## src/rtl/led_breath_pwm_multi.sv

```systemverilog
// Multi-channel LED PWM driver: one shared period counter, per-channel static or breathing duty.
// Config writes are staged per channel and only take effect at the period wrap, so outputs never glitch.
module led_breath_pwm_multi #(
   parameter int CHANNELS     = 4,
   parameter int CLK_HZ       = 12_000_000,
   parameter int PWM_HZ       = 1000,
   parameter int STEP         = 1,
   parameter int STEP_PERIODS = 1,
   localparam int PERIOD      = CLK_HZ / PWM_HZ,
   localparam int CW          = $clog2(PERIOD + 1),
   localparam int CHW         = (CHANNELS > 1) ? $clog2(CHANNELS) : 1
) (
   input  logic                clk,
   input  logic                rst,
   input  logic                en,
   input  logic                cfg_we,
   input  logic [CHW-1:0]      cfg_ch,
   input  logic                cfg_mode,
   input  logic [CW-1:0]       cfg_duty,
   output logic [CHANNELS-1:0] led,
   output logic                period_tick,
   output logic                out_clk
);

   localparam int SW = (STEP_PERIODS > 1) ? $clog2(STEP_PERIODS) : 1;

   localparam logic [CW-1:0] PERIOD_C  = CW'(PERIOD);
   localparam logic [CW-1:0] PERIOD_M1 = CW'(PERIOD - 1);
   localparam logic [CW-1:0] STEP_C    = CW'(STEP);
   localparam logic [CW:0]   PERIOD_X  = (CW + 1)'(PERIOD);
   localparam logic [CW:0]   STEP_X    = (CW + 1)'(STEP);
   localparam logic [SW-1:0] STEP_M1   = SW'(STEP_PERIODS - 1);

   typedef enum logic {
      UP   = 1'b0,
      DOWN = 1'b1
   } dir_t;

   logic [CW-1:0]                cnt;
   logic [SW-1:0]                step_cnt;
   logic                         boundary;
   logic                         step_due;

   logic [CHANNELS-1:0][CW-1:0]  duty, duty_nxt;
   logic [CHANNELS-1:0]          mode, mode_nxt;
   dir_t [CHANNELS-1:0]          dir, dir_nxt;

   logic [CHANNELS-1:0]          pend_valid, pend_valid_nxt;
   logic [CHANNELS-1:0]          pend_mode, pend_mode_nxt;
   logic [CHANNELS-1:0][CW-1:0]  pend_duty, pend_duty_nxt;

   logic [CHANNELS-1:0]          wr_hit;
   logic [CW-1:0]                cfg_duty_clamped;
   logic [CHANNELS-1:0]          led_nxt;

   // Boundary B is the edge on which the counter wraps; stepping only counts B while enabled.
   always_comb begin
      boundary = (cnt == PERIOD_M1);
      step_due = boundary && en && (step_cnt == STEP_M1);
   end

   always_ff @(posedge clk or posedge rst) begin
      if (rst) begin
         cnt         <= '0;
         step_cnt    <= '0;
         period_tick <= 1'b0;
         out_clk     <= 1'b0;
      end else begin
         cnt         <= boundary ? '0 : cnt + 1'b1;
         period_tick <= boundary;
         if (boundary) begin
            out_clk <= ~out_clk;
         end
         if (boundary && en) begin
            step_cnt <= (step_cnt == STEP_M1) ? '0 : step_cnt + 1'b1;
         end
      end
   end

   // Channel decode compares against each legal index, so out-of-range cfg_ch simply hits nothing.
   always_comb begin
      cfg_duty_clamped = ({1'b0, cfg_duty} > PERIOD_X) ? PERIOD_C : cfg_duty;
      wr_hit = '0;
      for (int i = 0; i < CHANNELS; i++) begin
         if (cfg_we && (cfg_ch == CHW'(i))) begin
            wr_hit[i] = 1'b1;
         end
      end
   end

   // A write on the B edge lands after the old pending value has been consumed by that same B.
   always_comb begin
      pend_valid_nxt = pend_valid;
      pend_mode_nxt  = pend_mode;
      pend_duty_nxt  = pend_duty;
      for (int i = 0; i < CHANNELS; i++) begin
         if (wr_hit[i]) begin
            pend_valid_nxt[i] = 1'b1;
            pend_mode_nxt[i]  = cfg_mode;
            pend_duty_nxt[i]  = cfg_duty_clamped;
         end else if (boundary) begin
            pend_valid_nxt[i] = 1'b0;
         end
      end
   end

   // Breathing FSM per channel; arithmetic widened by one bit so duty+STEP cannot overflow.
   always_comb begin
      duty_nxt = duty;
      mode_nxt = mode;
      dir_nxt  = dir;
      for (int i = 0; i < CHANNELS; i++) begin
         if (boundary) begin
            if (pend_valid[i]) begin
               duty_nxt[i] = pend_duty[i];
               mode_nxt[i] = pend_mode[i];
               dir_nxt[i]  = (pend_duty[i] == PERIOD_C) ? DOWN : UP;
            end else if (!mode[i] && step_due) begin
               case (dir[i])
                  UP: begin
                     if (({1'b0, duty[i]} + STEP_X) >= PERIOD_X) begin
                        duty_nxt[i] = PERIOD_C;
                        dir_nxt[i]  = DOWN;
                     end else begin
                        duty_nxt[i] = duty[i] + STEP_C;
                     end
                  end
                  DOWN: begin
                     if ({1'b0, duty[i]} <= STEP_X) begin
                        duty_nxt[i] = '0;
                        dir_nxt[i]  = UP;
                     end else begin
                        duty_nxt[i] = duty[i] - STEP_C;
                     end
                  end
               endcase
            end
         end
      end
   end

   always_comb begin
      led_nxt = '0;
      for (int i = 0; i < CHANNELS; i++) begin
         led_nxt[i] = en && (cnt < duty[i]);
      end
   end

   always_ff @(posedge clk or posedge rst) begin
      if (rst) begin
         duty       <= '0;
         mode       <= '0;
         dir        <= {CHANNELS{UP}};
         pend_valid <= '0;
         pend_mode  <= '0;
         pend_duty  <= '0;
         led        <= '0;
      end else begin
         duty       <= duty_nxt;
         mode       <= mode_nxt;
         dir        <= dir_nxt;
         pend_valid <= pend_valid_nxt;
         pend_mode  <= pend_mode_nxt;
         pend_duty  <= pend_duty_nxt;
         led        <= led_nxt;
      end
   end

endmodule

```

## config.mk

```make
export PLATFORM = sky130hd
export DESIGN_NAME = led_breath_pwm_multi
export DESIGN_NICKNAME = d
export VERILOG_FILES = /design/src/rtl/led_breath_pwm_multi.sv
export SDC_FILE = /design/constraint.sdc
export NUM_CORES = 1
export LEC_CHECK = 0
export CAP_MARGIN = 10
export CORE_UTILIZATION = 65
export DETAILED_ROUTE_END_ITERATION = 10
export DONT_BUFFER_PORTS = 1
export MAX_ROUTING_LAYER = met4
export PLACE_DENSITY = 0.93
export SYNTH_ARGS = -nofsm -noshare
export SYNTH_HDL_FRONTEND = slang
export SYNTH_SLANG_ARGS = --single-unit
export TNS_END_PERCENT = 30
```

## constraint.sdc

```tcl
create_clock -name clk -period 6.2 [get_ports clk]
set_input_delay 0.93 -clock clk [delete_from_list [all_inputs] [get_ports clk]]
set_output_delay 0.93 -clock clk [all_outputs]
set_load 0.005 [all_outputs]
```

==> results.txt, run 1 <==
DR vias - 10400
status - finished, final reports clean
final worst-path cycle share - 52.2%
clock root buffer - clkbuf_16
Placed Cells - 1433
largest family of logic cells by synthesized area - compound AO/OA/AOI/OAI gates
Final nets - 1322
Post-synth EDFFs - 0
CP Max Fanout - 22
commonest non-fill, non-tap cell in the layout - dfrtp_1
max-cap violation count - 0
ys flop type - dfrtp_1
postcts setup bufs - 0
crit path time final - 3.24 ns
clock buffer depth - 2
met2 Resource Use GR - 61.3%
simple-gate share of the synthesized area - 22.4%
routability cong. - 1.02
Remaining Overflow, GRT - 0
pre-CTS WS - 3.18 ns
first-pass GRT wire length - 51.3 mm
worst hold path class - reg2reg
# hold bufs at CTS - 0
post-synthesis adder-cell area fraction - 7.52%
Distinct cells, synth - 86
Syn Nets - 1377
crit start category - flop
Worst-Margin Slew - 1.11 ns
HPWL after detailed placement - 22.0 mm
Synth Warn # - 0
most frequent cells in the layout - 148 x dfrtp_1, 147 x nand2_1, 134 x o21ai_0
H-tree depth - 4
DRT iter0 DRCs - 1378
critical path class - reg2reg
post-synthesis xor/xnor area fraction - 5.83%
syn avg cell area - 8.37 um2
RSZ-0062 raised after global routing - false
PostCTS Resize Cnt - 0
GR peak layer - met2
register bit total from synthesis - 148
VDD IR-drop max - 0.000232 V
Synth Area in Compound Gates - 22.6%
share of layout cells above drive strength 1 - 5.47%
mux contribution to synthesized area - 1.78%
vias in the first global route - 9793
DRC - 0
CP endpoint kind - flop
TNS Setup - 0 ns
Power Dens Cells - 197 nW/um2
die span in x - 131 um
Arr. time, crit path - 3.53 ns
worst setup margin - 2.96 ns
Final Max Slew Viols - 0
Area growth syn-to-layout - 4.43%
ys async rst share - 100%
Core Area - 16100 um2
Worst Skew - 0.0101 ns
post-synthesis cell count - 1291
CTS tree - built
All-Layer GR Usage - 40.9%
Hold WS - 0.496 ns
Die ar. - 17100 um2
relative slew slack - 25.5%
Synth Cell Area - 10800 um2
I/O Buffers - 0
Routed Antenna Nets - 0
CTS sink cnt - 148
met1 Track Usage GR - 53.2%
final hold violations - 0
wire length per cell - 22.0 um
Tot Pwr - 2.22 mW
leakage - 4.65 nW
Pre-Repair DR Iteration Count - 7
initial antenna violation count - 1
WL final - 32.1 mm
fmax - 309 MHz
CTS clk-pin slew, worst paths - 0.06 ns
CTS buffer count - 17
Final Non-Filler Cells - 1462
die height - 131 um
# setup viols final - 0
row count - 46
Initial Utilization - 67.3%
Ports - 27
routing usage on met3 - 9.57%
Worst-Skew Late Latency - 0.43 ns
Vias/cell - 7.08
post-synthesis sequential area ratio - 34.3%
CP required - 6.49 ns
largest net degree at the start of global routing - 101
## cells by family after synthesis
group,Yosys count
AND/OR/NAND/NOR,465
AO/OA/AOI/OAI,380
flip-flops,148
buffers and inverters,143
XOR/XNOR,72
adder cells (fa/ha/maj),65
multiplexers,18
## layout make-up
cell class | instances | area, um2
Clock inverter | 4 | 51.3
Sequential cell | 148 | 3700
Antenna cell | 2 | 5.00
Clock buffer | 23 | 488
Inverter | 67 | 256
Fill cell | 1215 | 4770
Tap cell | 216 | 270
Timing Repair Buffer | 2 | 15.0
Multi-Input combinational cell | 1000 | 6500
## routing by layer
layer,up-vias,wire length [um],part of all wire [%]
li1,4610,-,-
met1,4834,12600,39
met2,780,14600,45
met3,133,3820,12
met4,0,1150,3.6
met5,-,0,0
## worst paths after layout
path                                            from                   endpoint  slack [ns]  depth (start not counted)
max                                 cnt[1]$_DFF_PP0_        duty[2]$_DFFE_PP0P_        2.96                          7
min                        pend_duty[15]$_DFFE_PP0P_  pend_duty[15]$_DFFE_PP0P_        0.50                          2
max reg2reg                         cnt[1]$_DFF_PP0_        duty[2]$_DFFE_PP0P_        2.96                          7
min reg2reg                pend_duty[15]$_DFFE_PP0P_  pend_duty[15]$_DFFE_PP0P_        0.50                          2
max in group asynchronous                        rst  pend_duty[48]$_DFFE_PP0P_        4.46                          2
min in group asynchronous                        rst  pend_duty[33]$_DFFE_PP0P_        0.56                          1
## power breakdown
| part | total, mW | switching, mW | internal (mW) | leakage (nW) |
|---|---|---|---|---|
| sequential | 1.10 | 0.0649 | 1.03 | 1.79 |
| combinational | 0.148 | 0.0971 | 0.0505 | 2.60 |
| clock | 0.977 | 0.394 | 0.583 | 0.263 |
| total | 2.22 | 0.556 | 1.67 | 4.65 |
## critical path, cell delays in order, from the launching register on
cell and delay, ns:
dfrtp_1 0.51, ha_1 0.31, nand4_1 0.14, nor4_2 0.90, o21a_1 0.75, o211ai_1 0.17
o21ai_0 0.22, a21oi_1 0.09
## registers in the layout (all words and copies together) (netlist names)
register     cells
duty            56
pend_duty       56
cnt             14
dir              4
led              4
mode             4
pend_mode        4
pend_valid       4
out_clk          1
period_tick      1
## per-stage QoR
step	area [um2]	util [%]
floorplan	10800	-
global placement	10700	66.9
detailed placement	10700	66.9
CTS	11300	70.3
global route	11300	70.3
finish	11300	70.3
## synth_stat cells (17+ instances only)
cell / count / area [um2]
nor2_1: 86 / 323
o31ai_1: 17 / 128
inv_1: 62 / 233
a21o_1: 29 / 218
o21ai_0: 134 / 671
buf_2: 19 / 95.1
ha_1: 65 / 813
nand3_1: 41 / 205
o22ai_1: 39 / 244
dfrtp_1: 148 / 3700
nand4_1: 23 / 144
xnor2_1: 64 / 561
clkbuf_1: 44 / 165
a21oi_1: 50 / 250
nand2_1: 147 / 552
nor3_1: 45 / 225
(Power assumes the default switching activity.)
==> inputs of run 2 (changes only) <==
--- a/config.mk
+++ b/config.mk
@@ -6,11 +6,11 @@
 export NUM_CORES = 1
 export LEC_CHECK = 0
 export CAP_MARGIN = 10
-export CORE_UTILIZATION = 65
+export CORE_UTILIZATION = 59
 export DETAILED_ROUTE_END_ITERATION = 10
 export DONT_BUFFER_PORTS = 1
 export MAX_ROUTING_LAYER = met4
-export PLACE_DENSITY = 0.93
+export PLACE_DENSITY = 0.9
 export SYNTH_ARGS = -nofsm -noshare
 export SYNTH_HDL_FRONTEND = slang
 export SYNTH_SLANG_ARGS = --single-unit
==> constraint.sdc (replaced) <==
create_clock -name clk -period 2.9 [get_ports clk]
set_input_delay 0.435 -clock clk [delete_from_list [all_inputs] [get_ports clk]]
set_output_delay 0.435 -clock clk [all_outputs]
set_load 0.005 [all_outputs]
==> run 2 against run 1 <==
Net effect: clock skew shrank 0.0028 ns; critical path depth up 2; clock-buffer cell count down 4; highest routed layer unchanged; sequential power grew 110%; die area rose by 10%; the run now ends with negative hold slack left.
==> results.txt, run 2 (same netlist as run 1, synthesis figures left out) <==
status - finished with violations
failing checks - negative hold slack
clock buffer depth - 2
Worst-Margin Slew - 0.919 ns
CTS sink cnt - 148
critical path class - reg2reg
Setup crit start - duty[15]$_DFFE_PP0P_
final hold violations - 9
clock root buffer - clkbuf_16
Hold WS - -0.0206 ns
leakage - 4.95 nW
CTS buffer count - 17
initial antenna violation count - 0
DR vias - 10800
Initial Utilization - 60.2%
VDD IR-drop max - 0.000480 V
Vias/cell - 7.06
final worst-path cycle share - 94.8%
vias in the first global route - 10300
ant diodes - 0
Largest regs - duty x56, pend_duty x56, cnt x14
commonest non-fill, non-tap cell in the layout - dfrtp_1
# hold bufs at CTS - 0
Remaining Overflow, GRT - 0
Final nets - 1368
fmax - 364 MHz
first-pass GRT wire length - 53.4 mm
Worst Skew - 0.00731 ns
relative slew slack - 38.6%
worst setup margin - 0.150 ns
CP max stage cell - dfrtp_1
share of layout cells above drive strength 1 - 9.81%
Core Area - 18000 um2
PostCTS Resize Cnt - 0
Arr. time, crit path - 3.07 ns
HPWL after detailed placement - 23.1 mm
crit path time final - 2.75 ns
DRC - 0
Power Dens Cells - 433 nW/um2
CP endpoint kind - flop
# setup viols final - 0
worst hold path class - in2async
wire length per cell - 22.2 um
Ports - 27
most frequent cells in the layout - 148 x dfrtp_1, 146 x nand2_1, 133 x o21ai_0
max-cap violation count - 0
die height - 137 um
critical path, cell by cell - ha_2, nand4_1, nor3_2, mux2i_1, a31oi_1, or3_1, nand2_2, a211oi_1, o31ai_1
routability cong. - 1.02
Die ar. - 18900 um2
Pre-Repair DR Iteration Count - 6
postcts setup bufs - 0
CP Max Fanout - 9
WL final - 33.9 mm
All-Layer GR Usage - 38.4%
die span in x - 137 um
Area growth syn-to-layout - 9.27%
DRT iter0 DRCs - 1328
CTS tree - built
largest net degree at the start of global routing - 82
CP top delay family - simple AND/OR/NAND/NOR gates
CTS clk-pin slew, worst paths - 0.06 ns
CP required - 3.22 ns
pre-CTS WS - 0.128 ns
I/O Buffers - 0
Final Max Slew Viols - 0
Routed Antenna Nets - 0
crit start category - flop
H-tree depth - 4
row count - 49
CP peak stage delay - 0.47 ns
Tot Pwr - 5.11 mW
RSZ-0062 raised after global routing - true
reg2reg start - duty[15]$_DFFE_PP0P_
CP Buf/Inv Count - 0
FILL cells - 1366
Worst-Skew Late Latency - 0.44 ns
run 2: cell types whose count changed in the layout (fill, tap and decap cells not counted), moves of 2 or more:
cell,previous run,this run
buf_4,2,46
ha_1,65,63
inv_6,1,3
clkinv_4,1,3
diode_2,2,0
clkbuf_8,4,2
buf_12,0,2
bufinv_16,1,4
clkbuf_1,2,0
ha_2,0,2
run 2: layout make-up:
cell class	count	area [um2]	share of cell area [%]
flip-flops and latches	148	3700	31.4
well taps	229	287	2.43
repair buffers	48	385	3.26
clock inverters	13	196	1.66
clock buffers	19	453	3.83
inverters	67	255	2.16
multi-input cells	1000	6530	55.3
run 2: per-layer routing:
layer	wire length (um)	vias to the layer above	global-route usage (%)
met5	0	-	-
met4	1990	0	21.4
met3	3720	207	8.61
met2	15500	803	58.4
met1	12600	5047	47.4
li1	-	4709	-
run 2: worst reg2reg max path, stage by stage, from the launching register on:
cell and delay, ns:
dfrtp_1 0.47, ha_2 0.31, nand4_1 0.22, nor3_2 0.31
mux2i_1 0.22, a31oi_1 0.10, or3_1 0.43, nand2_2 0.17
a211oi_1 0.08, o31ai_1 0.32
run 2: final timing paths:
| check | endpoint | slack [ns] | cells after the start |
|---|---|---|---|
| min | duty[0]$_DFFE_PP0P_ | -0.02 | 2 |
| max | duty[25]$_DFFE_PP0P_ | 0.15 | 9 |
| max reg2reg | duty[25]$_DFFE_PP0P_ | 0.15 | 9 |
| min in group clk | pend_duty[13]$_DFFE_PP0P_ | 0.15 | 1 |
| min reg2reg | pend_duty[15]$_DFFE_PP0P_ | 0.49 | 2 |
| max in group asynchronous | duty[31]$_DFFE_PP0P_ | 2.51 | 2 |
run 2: report_power, final:
part           switching (mW)  internal, mW
Sequential              0.141          2.21
Clock                   0.945          1.50
Combinational           0.205         0.114
run 2: metrics by stage:
step | instance area [um2] | hold WS, ns | instances | setup TNS (ns) | utilization [%]
2_1_floorplan | 10800 | 0.441 | 1291 | 0 | -
3_3_place_gp | 11100 | 0.457 | 1492 | 0 | 62.0
3_5_place_dp | 11100 | 0.472 | 1492 | 0 | 62.0
4_1_cts | 11800 | 0.0221 | 1524 | 0 | 65.6
5_1_grt | 11800 | 0.0437 | 1524 | -0.0476 | 65.8
6_report | 11800 | -0.0206 | 1524 | 0 | 65.8
